`src/rtl/pingpong_accum_buffer_if.sv`:
```
// Bus bundle for the ping-pong accumulator buffer: MAC write side, drain stream and debug taps.
// out_vld/out_rdy: a beat transfers on a rising clk edge where both are high; once out_vld is high, out_data/out_last hold until that transfer.
interface pingpong_accum_buffer_if #(
   parameter int NUM_CH      = 8,
   parameter int IN_W        = 33,
   parameter int ACC_W       = 28,
   parameter int OUT_W       = 17,
   parameter int DRAIN_LANES = 2
);
   logic                          init_vld;
   logic signed [ACC_W-1:0]       bias_i;
   logic                          res_vld;
   logic [NUM_CH*IN_W-1:0]        res;
   logic                          acc_en;
   logic                          swap;
   logic                          drain_start;
   logic                          relu_en;
   logic                          out_vld;
   logic                          out_rdy;
   logic [DRAIN_LANES*OUT_W-1:0]  out_data;
   logic                          out_last;
   logic                          busy;
   logic                          sat_flag;
   logic                          state_dbg;
   logic                          wr_bank_dbg;

   modport master (
      output init_vld, bias_i, res_vld, res, acc_en, swap, drain_start, relu_en, out_rdy,
      input  out_vld, out_data, out_last, busy, sat_flag, state_dbg, wr_bank_dbg
   );

   modport slave (
      input  init_vld, bias_i, res_vld, res, acc_en, swap, drain_start, relu_en, out_rdy,
      output out_vld, out_data, out_last, busy, sat_flag, state_dbg, wr_bank_dbg
   );
endinterface

```
`src/rtl/pingpong_accum_buffer.sv`:
```
// Two-bank MAC accumulator: one bank takes saturating writes while the other drains
// as rounded, saturated, optionally ReLU'd words over a valid/ready stream.
module pingpong_accum_buffer #(
   parameter int NUM_CH      = 8,
   parameter int IN_W        = 33,
   parameter int ACC_W       = 28,
   parameter int OUT_W       = 17,
   parameter int FRAC_SHIFT  = 11,
   parameter int DRAIN_LANES = 2
) (
   input  logic                   clk,
   input  logic                   rst_n,
   pingpong_accum_buffer_if.slave bus
);
   localparam int BEATS = NUM_CH / DRAIN_LANES;
   localparam int BW    = (BEATS > 1) ? $clog2(BEATS) : 1;
   localparam int IW    = (NUM_CH > 1) ? $clog2(NUM_CH) : 1;

   localparam logic signed [ACC_W-1:0] ACC_MAX = {1'b0, {(ACC_W-1){1'b1}}};
   localparam logic signed [ACC_W-1:0] ACC_MIN = {1'b1, {(ACC_W-1){1'b0}}};
   localparam logic signed [OUT_W-1:0] OUT_MAX = {1'b0, {(OUT_W-1){1'b1}}};
   localparam logic signed [OUT_W-1:0] OUT_MIN = {1'b1, {(OUT_W-1){1'b0}}};
   localparam logic signed [ACC_W:0]   HALF    = (ACC_W+1)'(1) << (FRAC_SHIFT-1);

   typedef enum logic {IDLE, DRAIN} state_t;

   state_t                       state;
   logic                         wr_bank;
   logic                         rd_bank;
   logic                         swap_pend;
   logic                         relu_q;
   logic [BW-1:0]                beat;
   logic                         out_vld_q;
   logic                         out_last_q;
   logic                         busy_q;
   logic                         sat_q;
   logic [DRAIN_LANES*OUT_W-1:0] out_data_q;

   logic signed [ACC_W-1:0] bank [2][NUM_CH];

   // Write path: cast each MAC lane to ACC_W, then optionally add with a second clamp.
   logic signed [ACC_W-1:0] wr_val [NUM_CH];
   logic [NUM_CH-1:0]       wr_clamp;
   logic signed [IN_W-1:0]  res_k;
   logic signed [ACC_W-1:0] res_sat;
   logic                    res_clamp;
   logic signed [ACC_W:0]   sum;

   always_comb begin
      res_k     = '0;
      res_sat   = '0;
      res_clamp = 1'b0;
      sum       = '0;
      wr_clamp  = '0;
      for (int k = 0; k < NUM_CH; k++) begin
         wr_val[k] = '0;
         res_k     = bus.res[k*IN_W +: IN_W];
         res_clamp = (res_k[IN_W-1:ACC_W-1] != {(IN_W-ACC_W+1){res_k[IN_W-1]}});
         res_sat   = res_clamp ? (res_k[IN_W-1] ? ACC_MIN : ACC_MAX) : res_k[ACC_W-1:0];
         sum       = {bank[wr_bank][k][ACC_W-1], bank[wr_bank][k]} + {res_sat[ACC_W-1], res_sat};
         if (bus.acc_en && (sum[ACC_W] != sum[ACC_W-1])) begin
            wr_val[k]   = sum[ACC_W] ? ACC_MIN : ACC_MAX;
            wr_clamp[k] = 1'b1;
         end else if (bus.acc_en) begin
            wr_val[k]   = sum[ACC_W-1:0];
            wr_clamp[k] = res_clamp;
         end else begin
            wr_val[k]   = res_sat;
            wr_clamp[k] = res_clamp;
         end
      end
   end

   // Drain path: builds the beat that will be registered next (first beat or the following one).
   logic                         nxt_sel;
   logic [BW-1:0]                nxt_beat;
   logic                         nxt_relu;
   logic [IW-1:0]                idx;
   logic signed [ACC_W-1:0]      acc_w;
   logic signed [ACC_W:0]        rnd;
   logic signed [ACC_W:0]        shf;
   logic signed [OUT_W-1:0]      word;
   logic [DRAIN_LANES*OUT_W-1:0] nxt_data;
   logic                         nxt_clamp;
   logic                         load_beat;

   always_comb begin
      nxt_sel   = rd_bank;
      nxt_beat  = beat + 1'b1;
      nxt_relu  = relu_q;
      if (state == IDLE) begin
         nxt_sel  = bus.swap ? wr_bank : ~wr_bank;
         nxt_beat = '0;
         nxt_relu = bus.relu_en;
      end
      idx       = '0;
      acc_w     = '0;
      rnd       = '0;
      shf       = '0;
      word      = '0;
      nxt_data  = '0;
      nxt_clamp = 1'b0;
      for (int j = 0; j < DRAIN_LANES; j++) begin
         idx   = (int'(nxt_beat) < BEATS) ? IW'(int'(nxt_beat) * DRAIN_LANES + j) : IW'(j);
         acc_w = bank[nxt_sel][idx];
         rnd   = {acc_w[ACC_W-1], acc_w} + HALF;
         shf   = rnd >>> FRAC_SHIFT;
         if (shf[ACC_W:OUT_W-1] != {(ACC_W-OUT_W+2){shf[ACC_W]}}) begin
            word      = shf[ACC_W] ? OUT_MIN : OUT_MAX;
            nxt_clamp = 1'b1;
         end else begin
            word = shf[OUT_W-1:0];
         end
         if (nxt_relu && word[OUT_W-1]) word = '0;
         nxt_data[j*OUT_W +: OUT_W] = word;
      end
   end

   assign load_beat = ((state == IDLE) && bus.drain_start) ||
                      ((state == DRAIN) && out_vld_q && bus.out_rdy && !out_last_q);

   always_ff @(posedge clk) begin
      if (!rst_n) begin
         state      <= IDLE;
         wr_bank    <= 1'b0;
         rd_bank    <= 1'b1;
         swap_pend  <= 1'b0;
         relu_q     <= 1'b0;
         beat       <= '0;
         out_vld_q  <= 1'b0;
         out_last_q <= 1'b0;
         out_data_q <= '0;
         busy_q     <= 1'b0;
         sat_q      <= 1'b0;
         for (int b = 0; b < 2; b++)
            for (int k = 0; k < NUM_CH; k++)
               bank[b][k] <= '0;
      end else begin
         if (bus.init_vld) begin
            for (int k = 0; k < NUM_CH; k++) bank[wr_bank][k] <= bus.bias_i;
         end else if (bus.res_vld) begin
            for (int k = 0; k < NUM_CH; k++) bank[wr_bank][k] <= wr_val[k];
         end
         if ((!bus.init_vld && bus.res_vld && (|wr_clamp)) || (load_beat && nxt_clamp))
            sat_q <= 1'b1;

         case (state)
            IDLE: begin
               if (bus.swap) wr_bank <= ~wr_bank;
               if (bus.drain_start) begin
                  state      <= DRAIN;
                  busy_q     <= 1'b1;
                  out_vld_q  <= 1'b1;
                  out_data_q <= nxt_data;
                  out_last_q <= (BEATS == 1);
                  beat       <= '0;
                  rd_bank    <= nxt_sel;
                  relu_q     <= bus.relu_en;
               end
            end
            DRAIN: begin
               if (bus.swap) swap_pend <= 1'b1;
               if (out_vld_q && bus.out_rdy) begin
                  if (out_last_q) begin
                     state      <= IDLE;
                     busy_q     <= 1'b0;
                     out_vld_q  <= 1'b0;
                     out_last_q <= 1'b0;
                     swap_pend  <= 1'b0;
                     if (swap_pend || bus.swap) wr_bank <= ~wr_bank;
                  end else begin
                     beat       <= nxt_beat;
                     out_data_q <= nxt_data;
                     out_last_q <= (nxt_beat == BW'(BEATS-1));
                  end
               end
            end
            default: state <= IDLE;
         endcase
      end
   end

   assign bus.out_vld     = out_vld_q;
   assign bus.out_data    = out_data_q;
   assign bus.out_last    = out_last_q;
   assign bus.busy        = busy_q;
   assign bus.sat_flag    = sat_q;
   assign bus.state_dbg   = state;
   assign bus.wr_bank_dbg = wr_bank;
endmodule

```
`src/flat_wrapper.sv`:
```
// flat-port wrapper written by rule: the top's interface ports become plain ports
module pingpong_accum_buffer_flat 
#(
   parameter int NUM_CH      = 8,
   parameter int IN_W        = 33,
   parameter int ACC_W       = 28,
   parameter int OUT_W       = 17,
   parameter int FRAC_SHIFT  = 11,
   parameter int DRAIN_LANES = 2
)
  (clk, rst_n, bus_init_vld, bus_bias_i, bus_res_vld, bus_res, bus_acc_en, bus_swap, bus_drain_start, bus_relu_en, bus_out_rdy, bus_out_vld, bus_out_data, bus_out_last, bus_busy, bus_sat_flag, bus_state_dbg, bus_wr_bank_dbg);
  pingpong_accum_buffer_if #(.NUM_CH(NUM_CH), .IN_W(IN_W), .ACC_W(ACC_W), .OUT_W(OUT_W), .DRAIN_LANES(DRAIN_LANES)) bus_i ();
  input  logic clk;
  input  logic rst_n;
  input wire logic [$bits(bus_i.init_vld)-1:0] bus_init_vld;
  input wire logic [$bits(bus_i.bias_i)-1:0] bus_bias_i;
  input wire logic [$bits(bus_i.res_vld)-1:0] bus_res_vld;
  input wire logic [$bits(bus_i.res)-1:0] bus_res;
  input wire logic [$bits(bus_i.acc_en)-1:0] bus_acc_en;
  input wire logic [$bits(bus_i.swap)-1:0] bus_swap;
  input wire logic [$bits(bus_i.drain_start)-1:0] bus_drain_start;
  input wire logic [$bits(bus_i.relu_en)-1:0] bus_relu_en;
  input wire logic [$bits(bus_i.out_rdy)-1:0] bus_out_rdy;
  output wire logic [$bits(bus_i.out_vld)-1:0] bus_out_vld;
  output wire logic [$bits(bus_i.out_data)-1:0] bus_out_data;
  output wire logic [$bits(bus_i.out_last)-1:0] bus_out_last;
  output wire logic [$bits(bus_i.busy)-1:0] bus_busy;
  output wire logic [$bits(bus_i.sat_flag)-1:0] bus_sat_flag;
  output wire logic [$bits(bus_i.state_dbg)-1:0] bus_state_dbg;
  output wire logic [$bits(bus_i.wr_bank_dbg)-1:0] bus_wr_bank_dbg;
  assign bus_i.init_vld = bus_init_vld;
  assign bus_i.bias_i = bus_bias_i;
  assign bus_i.res_vld = bus_res_vld;
  assign bus_i.res = bus_res;
  assign bus_i.acc_en = bus_acc_en;
  assign bus_i.swap = bus_swap;
  assign bus_i.drain_start = bus_drain_start;
  assign bus_i.relu_en = bus_relu_en;
  assign bus_i.out_rdy = bus_out_rdy;
  assign bus_out_vld = bus_i.out_vld;
  assign bus_out_data = bus_i.out_data;
  assign bus_out_last = bus_i.out_last;
  assign bus_busy = bus_i.busy;
  assign bus_sat_flag = bus_i.sat_flag;
  assign bus_state_dbg = bus_i.state_dbg;
  assign bus_wr_bank_dbg = bus_i.wr_bank_dbg;
  pingpong_accum_buffer #(.NUM_CH(NUM_CH), .IN_W(IN_W), .ACC_W(ACC_W), .OUT_W(OUT_W), .FRAC_SHIFT(FRAC_SHIFT), .DRAIN_LANES(DRAIN_LANES)) u_core (.clk(clk), .rst_n(rst_n), .bus(bus_i));
endmodule
```
`config.mk`:
```
export PLATFORM = sky130hd
export DESIGN_NAME = pingpong_accum_buffer_flat
export DESIGN_NICKNAME = d
export VERILOG_FILES = /design/src/rtl/pingpong_accum_buffer_if.sv /design/src/rtl/pingpong_accum_buffer.sv /design/src/flat_wrapper.sv
export SDC_FILE = /design/constraint.sdc
export NUM_CORES = 2
export LEC_CHECK = 0
export CORE_ASPECT_RATIO = 0.6
export CORE_MARGIN = 5
export CORE_UTILIZATION = 55
export DETAILED_ROUTE_END_ITERATION = 8
export GPL_TIMING_DRIVEN = 1
export PLACE_DENSITY = 0.76
export SETUP_SLACK_MARGIN = 0.4
export SLEW_MARGIN = 20
export SYNTH_ARGS = -nofsm -noshare
export SYNTH_HDL_FRONTEND = slang
export SYNTH_SLANG_ARGS = --single-unit
```
`constraint.sdc`:
```
create_clock -name clk -period 24.6 [get_ports clk]
set_clock_uncertainty 0.05 [all_clocks]
set_input_delay 4.92 -clock clk [delete_from_list [all_inputs] [get_ports clk]]
set_output_delay 4.92 -clock clk [all_outputs]
set_load 0.05 [all_outputs]
```
==> impl_results.md <==
* Max-slew headroom at 13.3%
* CP endpoint kind: register
* Crit Path Class: in2reg
* Yosys Warn Count at 0
* GRT Residual Overflow at 0
* Crit-path cells: clkdlybuf4s50_1 > nor4_1 > nand2_1 > o21ai_2 > buf_4 > nor2_2 > buf_4 > a21o_1 > ha_1 > fa_1 > a21oi_1 > o211ai_1 > a21oi_1 > o311ai_0 > a2111oi_0 > o21ai_0 > o22ai_1 > and2_1 > a21oi_1 > o21a_1 > and2_1
* P per Cell Area at 72.4 mW/mm^2
* Post-synth EDFFs at 448
* P_leak at 19.9 nW
* Largest Register: u_core.bank
* Skew-Pair Late Insertion Delay at 0.65 ns
* Crit path launch type: input pin
* Hold Vio Cnt, Final at 0
* Post-Route Setup TNS at 0 ns
* Input/output buffers at 340
* CP Max Fanout at 29
* Cell repeated most along the worst path: a21oi_1
* CP Depth at 21
* Clock buffer depth at 3
* Sequential share of the synthesized area at 34.4%
* CP arrival at 11.67 ns
* Largest net degree at the start of global routing at 149
* Tightest Pin Transition at 1.29 ns
* Worst Reg2Reg Path Length in Cells at 16
* Initial core utilization at 55.4%
* CP Launch Point: bus_res[230]
* DR pass1 iterations at 6
* Fin nets at 5326
* FP Rows at 78
* Type of the worst min-delay path: reg2reg
* Clock Pin Slew Worst Setup and Hold Paths at 0.07 ns
* Maximum vdd drop at 0.0562 mV
* Slowest stage delay, CP at 0.80 ns
* Critical path's slowest cell: and2_1
* Max_cap viols at 0
* Total GRT Usage at 41.3%
* DP HPWL at 129 mm
* CP Buf/Inv Count at 3
* Inserted Clock Buffers at 51
* Routed length per instance at 30.3 um
* Core area at 0.0754 sq mm
* Yosys top cell area share at 32.2%
* Cells after synthesis at 4569
* Die span in y at 223 um
* Die X at 366 um
* Antenna-violating nets left at 0
* Cts hold-fix bufs at 0
* WHS Path Cells at 2
* Post-synth net total at 5111
* Synthesis-to-finish area growth at 14.8%
* Most used flip-flop cell after synthesis: edfxtp_1
* Max frequency at 88.4 MHz
* CTS tree: built
* Vias in the first global route at 36547
* Beginning of the worst hold path: u_core.bus.out_data[10]
* Yosys cell types at 92
* Clk sinks at 493
* CTS root buffer: clkbuf_16
* Unrepaired setup endpoints after global routing: no
* Setup Viol. Count Final at 0
* Vias per Instance at 6.88
* Worst EP required at 24.96 ns
* Share of cells above drive strength 1 at 11.5%
* Most frequent cells after synthesis: edfxtp_1 (448), a21oi_1 (395), nor2_1 (369), a21o_1 (316), o21ai_0 (290)
* Syn Area/Cell at 9.14 sq um
* Final Critical Period at 11.31 ns
* First-pass GRT wire length at 251 mm
* Gpl congestion at 1.08
* Post-synth ARST share at 0%
* IO Count at 341
* WHS Endpoint: u_core.bus.out_data[10]
* Fillers at 6308
* Max reg flops at 448
* Die ar. at 0.0817 sq mm
* Layout Utilization at 63.5%
* Count leader, synth: edfxtp_1
* Status: completed
* Largest area contributor in the netlist: edfxtp_1
* Final period util at 46.0%
* Setup bufs post-CTS at 0
* CTS resizes at 0
* Reg2reg setup slack at 17.24 ns
* 1st-iter DRT viols at 6306
* Final Max Slew Viols at 0
* H-tree Lvls at 2
* Initial antenna violation count at 10
* Final WL at 177 mm
* Top delay family on crit path: compound AO/OA/AOI/OAI gates
* Synth Register Bits at 493
* RR Endpoint: u_core.bank[0][36]
* Mapped cell area at 0.0418 sq mm
* Largest cells by area after synthesis: edfxtp_1 (32%), ha_1 (7.0%), mux2_2 (6.4%)
* Detailed-route via count at 40175
* Drt drc at 0
worst max path at each step:
stage                                to  slack, ns
floorplan             u_core.bank[0][0]      13.20
CTS                  u_core.bank[0][36]      13.60
global route         u_core.bank[0][36]      12.88
global placement    u_core.bus.sat_flag      13.15
finish               u_core.bank[0][36]      13.29
detailed placement   u_core.bank[0][36]      12.94
layer usage:
layer / vias to the layer above / wire [um] / track usage, %
met4: 14 / 7150 / 14.7
met2: 2947 / 65300 / 53.0
met5: - / 282 / 1.63
li1: 17662 / - / -
met1: 19166 / 73300 / 59.2
met3: 386 / 31000 / 20.0
metrics by stage:
stage	power, mW	area [sq um]	setup WS, ns	hold WS (ns)	std cells
floorplan	2.11	41800	13.20	0.387	4569
global placement	2.56	46100	13.15	0.388	5729
detailed placement	2.57	46100	12.94	0.393	5729
CTS	3.39	47900	13.60	0.401	5825
global route	3.60	47900	12.88	0.413	5828
finish	3.47	47900	13.29	0.401	5836
cell usage in the layout (no fill, tap or decap), types with 68 or more instances in the layout:
master,count
xor2_1,85
and2_1,156
mux2i_1,99
buf_4,98
o21a_1,87
ha_1,233
nand2_1,284
edfxtp_1,448
a211oi_1,77
nor2_1,359
a21oi_1,393
mux2_2,238
xnor2_1,132
nor3_1,131
nand3_1,68
clkdlybuf4s50_1,339
inv_1,86
a21o_1,316
o21ai_0,270
area by class of cell:
type                       count  area, sq um  share of cell area, %
timing repair buffer         442         4220                   8.81
sequential                   493        14400                   30.0
tap                         1000         1250                   2.61
clock buffer                  62         1370                   2.86
clock inverter                34          353                  0.736
inverter                      90          340                  0.710
antenna                        9         22.5                 0.0470
multi-input combinational   3706        26000                   54.3
worst reg2reg max path: cells and delay by family (launching register included):
kind	cells	cell delay, ns
buf+inv	2	1.18
fa+ha+maj	2	0.69
flops	1	0.55
simple gates	2	0.96
mux	1	0.47
compound gates	9	3.22
logic make-up after synthesis:
group                      share of synthesized area (%)
AOI/OAI and AO/OA                                   25.6
xor gates and xnor gates                            4.59
adders and majority gates                           7.82
buffers and inverters                               3.72
DFF                                                 34.4
muxes                                               9.28
and+or+nand+nor                                     14.6
power breakdown:
group / internal, mW / total [mW] / switching [mW]
Sequential: 1.03 / 1.08 / 0.0514
Combinational: 0.594 / 1.56 / 0.967
Clock: 0.461 / 0.833 / 0.372
Total: 2.08 / 3.47 / 1.39
(Power assumes the default switching activity.)
